===== src/rtl/fetch_pkg.sv =====
// Shared constants and the entry layout for the instruction fetch queue.
package fetch_pkg;

  localparam int unsigned FETCH_XLEN = 32;
  localparam logic [FETCH_XLEN-1:0] DEFAULT_RESET_PC = 32'h0000_0000;

  typedef struct packed {
    logic [FETCH_XLEN-1:0] pc;
    logic [FETCH_XLEN-1:0] instr;
  } fetch_entry_t;

endpackage


===== src/rtl/sync_fifo.sv =====
// Circular buffer with head/tail pointers, occupancy count and a flush input.
// The caller gates push and pop; flush overrides both.
module sync_fifo #(
  parameter int unsigned DEPTH = 4,
  parameter type entry_t = logic [63:0],
  localparam int unsigned PW = $clog2(DEPTH),
  localparam int unsigned CW = $clog2(DEPTH) + 1
) (
  input  logic          clk,
  input  logic          reset,
  input  logic          flush_i,
  input  logic          push_i,
  input  logic          pop_i,
  input  entry_t        wdata_i,
  output entry_t        rdata_o,
  output logic [CW-1:0] count_o
);

  entry_t        mem_q [DEPTH];
  logic [PW-1:0] head_q, head_d;
  logic [PW-1:0] tail_q, tail_d;
  logic [CW-1:0] count_q, count_d;

  always_comb begin
    head_d  = head_q;
    tail_d  = tail_q;
    count_d = count_q;
    if (flush_i) begin
      head_d  = '0;
      tail_d  = '0;
      count_d = '0;
    end else begin
      // Pointers are exactly log2(DEPTH) bits, so +1 wraps at DEPTH for free.
      if (push_i) tail_d = tail_q + 1'b1;
      if (pop_i)  head_d = head_q + 1'b1;
      if (push_i && !pop_i)      count_d = count_q + 1'b1;
      else if (!push_i && pop_i) count_d = count_q - 1'b1;
    end
  end

  // NOTE: sequential state uses non-blocking assignments so every register
  // samples its _d value from before the edge.
  always_ff @(posedge clk or posedge reset) begin
    if (reset) begin
      head_q  <= '0;
      tail_q  <= '0;
      count_q <= '0;
    end else begin
      head_q  <= head_d;
      tail_q  <= tail_d;
      count_q <= count_d;
    end
  end

  // NOTE: storage has no reset; entries are only observed while count > 0.
  always_ff @(posedge clk) begin
    if (push_i && !flush_i) mem_q[tail_q] <= wdata_i;
  end

  assign rdata_o = mem_q[head_q];
  assign count_o = count_q;

endmodule


===== src/rtl/fetch_queue.sv =====
// Prefetch queue between instruction memory and decode: owns the fetch PC,
// gates pushes and pops, and handles execute-stage redirects.
module fetch_queue
  import fetch_pkg::*;
#(
  parameter int unsigned     DEPTH    = 4,
  parameter int unsigned     XLEN     = FETCH_XLEN,
  parameter logic [XLEN-1:0] RESET_PC = XLEN'(DEFAULT_RESET_PC),
  localparam int unsigned    CW       = $clog2(DEPTH) + 1
) (
  input  logic            clk,
  input  logic            reset,
  output logic [XLEN-1:0] PCF,
  input  logic [XLEN-1:0] InstrF,
  input  logic            FetchEnF,
  input  logic            RedirectE,
  input  logic [XLEN-1:0] TargetE,
  input  logic            StallD,
  output logic [XLEN-1:0] InstrD,
  output logic [XLEN-1:0] PCD,
  output logic            ValidD,
  output logic            FullF,
  output logic [CW-1:0]   CountF
);

  // Same {pc, instr} layout as fetch_entry_t, sized by this instance's XLEN.
  typedef struct packed {
    logic [XLEN-1:0] pc;
    logic [XLEN-1:0] instr;
  } entry_t;

  localparam logic [CW-1:0]   FULL_COUNT = CW'(DEPTH);
  localparam logic [XLEN-1:0] PC_STEP    = XLEN'(4);

  logic [XLEN-1:0] pc_q, pc_d;
  logic [CW-1:0]   count;
  logic            push, pop;
  entry_t          wdata, head_entry;

  assign FullF  = (count == FULL_COUNT);
  assign ValidD = (count != '0);
  assign CountF = count;
  assign PCF    = pc_q;

  // Push is gated on the pre-pop count: a full queue never accepts a push,
  // even in a cycle where decode drains an entry.
  assign push = FetchEnF && !FullF && !RedirectE;
  assign pop  = ValidD && !StallD && !RedirectE;

  assign wdata = '{pc: pc_q, instr: InstrF};

  always_comb begin
    pc_d = pc_q;
    if (RedirectE) pc_d = {TargetE[XLEN-1:2], 2'b00};
    else if (push) pc_d = pc_q + PC_STEP;
  end

  always_ff @(posedge clk or posedge reset) begin
    if (reset) pc_q <= RESET_PC;
    else       pc_q <= pc_d;
  end

  sync_fifo #(
    .DEPTH   (DEPTH),
    .entry_t (entry_t)
  ) u_fifo (
    .clk     (clk),
    .reset   (reset),
    .flush_i (RedirectE),
    .push_i  (push),
    .pop_i   (pop),
    .wdata_i (wdata),
    .rdata_o (head_entry),
    .count_o (count)
  );

  assign InstrD = head_entry.instr;
  assign PCD    = head_entry.pc;

endmodule

===== config.mk =====
export PLATFORM = sky130hd
export DESIGN_NAME = fetch_queue
export DESIGN_NICKNAME = d
export VERILOG_FILES = /design/src/rtl/fetch_pkg.sv /design/src/rtl/sync_fifo.sv /design/src/rtl/fetch_queue.sv
export SDC_FILE = /design/constraint.sdc
export NUM_CORES = 1
export LEC_CHECK = 0
export BUFFER_PORTS_ARGS = -buffer_cell sky130_fd_sc_hd__buf_2
export CORE_AREA = 2 2 179 137
export CTS_CLUSTER_DIAMETER = 40
export DETAILED_ROUTE_END_ITERATION = 12
export DIE_AREA = 0 0 181 139
export PLACE_DENSITY = 0.7
export SKIP_LAST_GASP = 1
export SYNTH_ARGS = -nofsm -noshare
export SYNTH_HDL_FRONTEND = slang
export SYNTH_SLANG_ARGS = --single-unit

===== constraint.sdc =====
create_clock -name clk -period 8.34 [get_ports clk]
set_input_delay 1.668 -clock clk [delete_from_list [all_inputs] [get_ports clk]]
set_output_delay 1.668 -clock clk [all_outputs]
set_load 0.02 [all_outputs]

After elaboration in Yosys (flattened, before gate mapping)
Memories as Yosys holds them, arrays and structs flattened. Cells that the tools add are included.

Flip-flop bits (word level): 39. Bits in latches: 0. RAM bits: 256. ROM bits: 0. Output and inout port bits: 101. Word-level logic and storage cells: 38. Memories kept: 1.

Add/sub/neg operators: 5. Multiply operators: 0. Divide/modulo/power cells: 0. $lt $le $gt $ge: 0. Eq/ne operators: 1. Shift operators: 0. Muxes and demuxes: 11. Bitwise logic cells: 0. Reduce and logical (&&, ||, !) cells: 16.

Memories: u_fifo.mem_q (depth 4, bits a word 64, read ports 1, clocked after memory_dff 0, wr ports 1, RTL line sync_fifo.sv:19) `entry_t mem_q [DEPTH];`.

Operators with widths (count): $mux W32 (2); $add A32 B3 Y32 const B (1); $mux W3 (3); $mux W2 (4); $logic_and A1 B1 Y1 (7); $reduce_bool A3 Y1 (2); $logic_not A1 Y1 (5); $add A2 B1 Y2 const B (2); $reduce_bool A2 Y1 (2); $add A3 B1 Y3 const B (1); $eq A3 B3 Y1 const B (1); $sub A3 B1 Y3 const B (1); $mux W1 (2).

Longest topological paths before layout
Depth in word-level cells: 9. Depth in mapped cells: 7.

Modules after synthesis
Synthesis repeated with hierarchy kept, for this count alone.

Cell total of the unflattened synthesis: 597. Area total of the unflattened synthesis: 11508.5 um^2.

By module, submodules not included: sync_fifo (instances 1, cells each 379, area an instance 9668.0 um^2); fetch_queue (instances 1, cells each 218, area an instance 1840.5 um^2).

Worst setup path before layout
No wires, ideal clock.

Path kind: input -> register. From: input RedirectE. To: memory u_fifo.mem_q[0][0] in the netlist's numbering (enable). Arrival time: 3.708 ns. Data required time: 7.913 ns. Setup slack: 4.205 ns. Stages: 4. Buffers on the path: 2. Cell sequence: clkbuf_1 clkbuf_1 nor2_1 and2_1.

Word-level cells in the longest chain between the ends: 5.

Ends and longest elaborated chain: from (decl) (RTL line fetch_queue.sv:16) `input logic RedirectE,`; $logic_not A1 Y1 * (RTL line sync_fifo.sv:57, fetch_queue.sv:47); $logic_and A1 B1 Y1 (RTL line fetch_queue.sv:47) `assign push = FetchEnF && !FullF && !RedirectE;`; $logic_and A1 B1 Y1 * (RTL line sync_fifo.sv:57) `if (push_i && !flush_i) mem_q[tail_q] <= wdata_i;`; $mux W1 * (RTL line sync_fifo.sv:57); $mux W1 (implied by the code) * (RTL line sync_fifo.sv:57); to (decl) (RTL line sync_fifo.sv:19).

Mark *: on every way between the ends. The rest lies on a longest branch, timed or not.

Final worst setup path
From: register u_fifo.head_q[0]. To: output PCD[11].

Word-level cells in the longest chain between the ends: 1.

Ends and longest elaborated chain: from (decl) (RTL line sync_fifo.sv:20) `logic [PW-1:0] head_q, head_d;`; from (signal assigned) (RTL line sync_fifo.sv:45) `head_q <= '0;`; from (signal assigned) (RTL line sync_fifo.sv:49) `head_q <= head_d;`; $mem_v2 Z4 W64; to (decl) (RTL line fetch_queue.sv:20) `output logic [XLEN-1:0] PCD,`.

Every way passes these cells.

==> summary.txt <==
Critical path
  – Worst R2R End: u_fifo.mem_q[2][45]
  – Worst-path cell chain: buf_4, mux4_2, buf_2
  – CP Max Fanout: 54
  – Biggest cell delay along the critical path: 0.89 ns
  – Setup crit start kind: register
  – Worst Reg2Reg Path Length in Cells: 4
  – Critical Path AT: 2.81 ns
  – FF-to-FF setup slack: 5.51 ns
  – Slowest CP cell: buf_4
  – Critical Path RT: 6.67 ns
  – Worst r2r src: u_fifo.count_o[2]
  – Nature of the critical path endpoint: primary output
  – CP Class: register to primary output

Drt
  – Routed len/inst: 21.6 um
  – Final wirelength: 24.1 mm
  – Detail Route Antenna Nets: 0
  – Initial DRC Count: 578
  – Initial DRT Pass Iterations: 5
  – Via Count: 6450
  – DR DRC count: 0
  – Vias/cell: 5.77

Global routing
  – Total track usage: 19.4%
  – Vias in the first global route: 6731
  – Global-route wire length before repair: 37.5 mm
  – GRT overflow: 0
  – Largest net degree at the start of global routing: 64
  – Initial antenna violation count: 1

Min path
  – Hold Path Class: register to register
  – Worst hold path depth: 2
  – Hold Path End: u_fifo.tail_q[1]
  – Hold_sp: u_fifo.tail_q[1]

STA
  – Clock skew: 0.0124 ns
  – Final worst-path cycle share: 53.7%
  – RSZ-0062 raised after global routing: no
  – Final setup violation count: 0
  – Final hold violation count: 0
  – Max_slew headroom: 27.5%
  – Setup tns final: 0 ns
  – Slew @ Worst Pin: 1.09 ns
  – Setup WS post-layout: 3.86 ns
  – Fmax: 223 MHz
  – Final min period: 4.48 ns
  – Worst hold slack: 0.581 ns
  – Slew Limit Fails: 0

Yosys
  – Yosys warns: 0
  – Share of the synthesized area in the top cell type: 65.6%
  – Main synth FF type: edfxtp_1
  – Post-synth top area cell: edfxtp_1
  – Synth cell types: 52
  – Top post-synthesis cells by area: edfxtp_1 (66%), mux4_2 (12%), dfrtp_1 (8.2%), nand2_1 (1.2%), nand3_1 (0.84%)
  – Syn avg cell area: 18.5 sq um
  – Mapped Area: 0.0113 sq mm
  – Mapped Cells: 614
  – Top-count cell post-synth: edfxtp_1
  – Register area share after synthesis: 73.8%
  – Post-synth top cells: edfxtp_1 (248), mux4_2 (62), dfrtp_1 (37)
  – Post-synth EDFFs: 248
  – Ys async rst share: 13.0%
  – FF+latch count, synth: 285

Placement
  – RD Place Congestion: 0.881
  – Number of port buffers: 163
  – Place WS: 4.28 ns
  – Placed cells: 1056
  – Dpl hpwl: 14.5 mm

Power and ir drop
  – VDD IR max: 0.000156 V
  – Static leakage: 4.70 nW
  – Power density cells: 302 mW/mm^2

Final layout
  – Share of cells above drive strength 1: 36.5%
  – Fillcell total: 1836
  – Inserted Diodes: 0
  – Sequential cell area: 0.00838 sq mm
  – Multi-input logic area: 0.00279 sq mm
  – Nets: 862
  – Non-Filler Instances: 1117
  – Area growth, synth to finish: 19.0%

Clock tree
  – Clk Latency, worst-skew pair: 0.51 ns
  – Post-CTS resize count: 0
  – CTS tree: yes
  – Total CTS buffers: 35
  – Clock transition at path regs: 0.05 ns
  – CTS Buffer Depth: 3
  – CTS Hold Bufs: 0
  – Post-CTS setup repair buffer count: 0
  – Clock root buffer: clkbuf_16
  – H-tree Lvls: 2
  – Num Clock Sinks: 285

Floorplan
  – Full die area: 0.0252 sq mm
  – Initial Utilization: 48.2%
  – Site row count: 49
  – Die H: 139 um
  – Area of the core: 0.0235 sq mm
  – Die X: 181 um
  – I/O pins: 170

Status
  – Status: completed

Run
  – Max Cap Viol: 0
-- how the worst max path moves through the flow --
stage          slack (ns)            endpoint              from  cells past startpoint
2_1_floorplan        4.20  u_fifo.mem_q[0][0]         RedirectE                      4
3_3_place_gp         4.29             PCD[11]  u_fifo.head_q[0]                      3
3_5_place_dp         4.28          InstrD[18]  u_fifo.head_q[0]                      3
4_1_cts              3.74             PCD[11]  u_fifo.head_q[0]                      3
5_1_grt              3.61             PCD[11]  u_fifo.head_q[0]                      3
6_report             3.86             PCD[11]  u_fifo.head_q[0]                      3
-- area by class of cell --
class | count | share of cell area, %
tap | 306 | 2.84
multi-input combinational | 284 | 20.6
sequential | 285 | 62.1
clock buffer | 42 | 6.84
inverter | 15 | 0.417
clock inverter | 19 | 0.992
timing repair buffer | 166 | 6.21
-- cell usage in the layout (no fill, tap or decap), types with 5 or more instances in the layout --
cell	Yosys	final
clkbuf_1	18	6
nor2_1	24	24
clkinv_1	1	7
dfrtp_1	37	35
or2_2	7	7
o21ai_0	13	13
nand4_1	10	10
clkbuf_16	0	36
xor2_1	6	6
nand3_1	19	19
ha_1	5	5
or3_1	5	5
nor3_1	7	7
or4_1	10	10
mux4_2	62	62
nand2_1	35	35
inv_1	12	12
o311ai_1	10	10
buf_2	7	163
edfxtp_1	248	248
o31ai_1	7	7
a31oi_1	7	7
-- logic make-up after synthesis --
group           after synthesis  synth area share (%)
compound gates               56                  3.57
buf+inv                      48                  1.86
xor+xnor                     10                 0.772
mux                          67                  12.8
fa+ha+maj                     6                 0.728
simple gates                141                  6.49
flops                       285                  73.8
other cells                   1                0.0330
-- metrics by stage --
step / total power [mW] / util (%) / instance area [sq um]
2_1_floorplan: 2.44 / - / 11400
3_3_place_gp: 2.73 / 52.9 / 12400
3_5_place_dp: 2.75 / 52.9 / 12400
4_1_cts: 4.13 / 57.3 / 13500
5_1_grt: 4.25 / 57.3 / 13500
6_report: 4.07 / 57.3 / 13500
-- report_power, final --
part           switching, mW  internal, mW  leakage (nW)
registers              0.111          1.68          2.70
logic                  0.531         0.381          1.49
clock network          0.568         0.799         0.515
-- flip-flops by register name (all words and copies together) (netlist names) --
register and flops:
u_fifo.head_q 2, u_fifo.tail_q 2, u_fifo.mem_q 248, PCF 30, u_fifo.count_o 3
-- layer usage --
metal / vias up / part of all wire, % / track usage [%]
li1: 2836 / - / -
met1: 3272 / 42 / 26.9
met2: 302 / 47 / 30.8
met3: 38 / 8.9 / 5.65
met4: 2 / 1.6 / 4.45
met5: - / 0.054 / 0
-- worst max-delay path: cells and delay by family, from the launching register on --
family,cells,cell delay [ns]
multiplexers,1,0.65
flip-flops,1,0.56
buffers and inverters,2,1.07
Power figures use the tool's default switching activity.
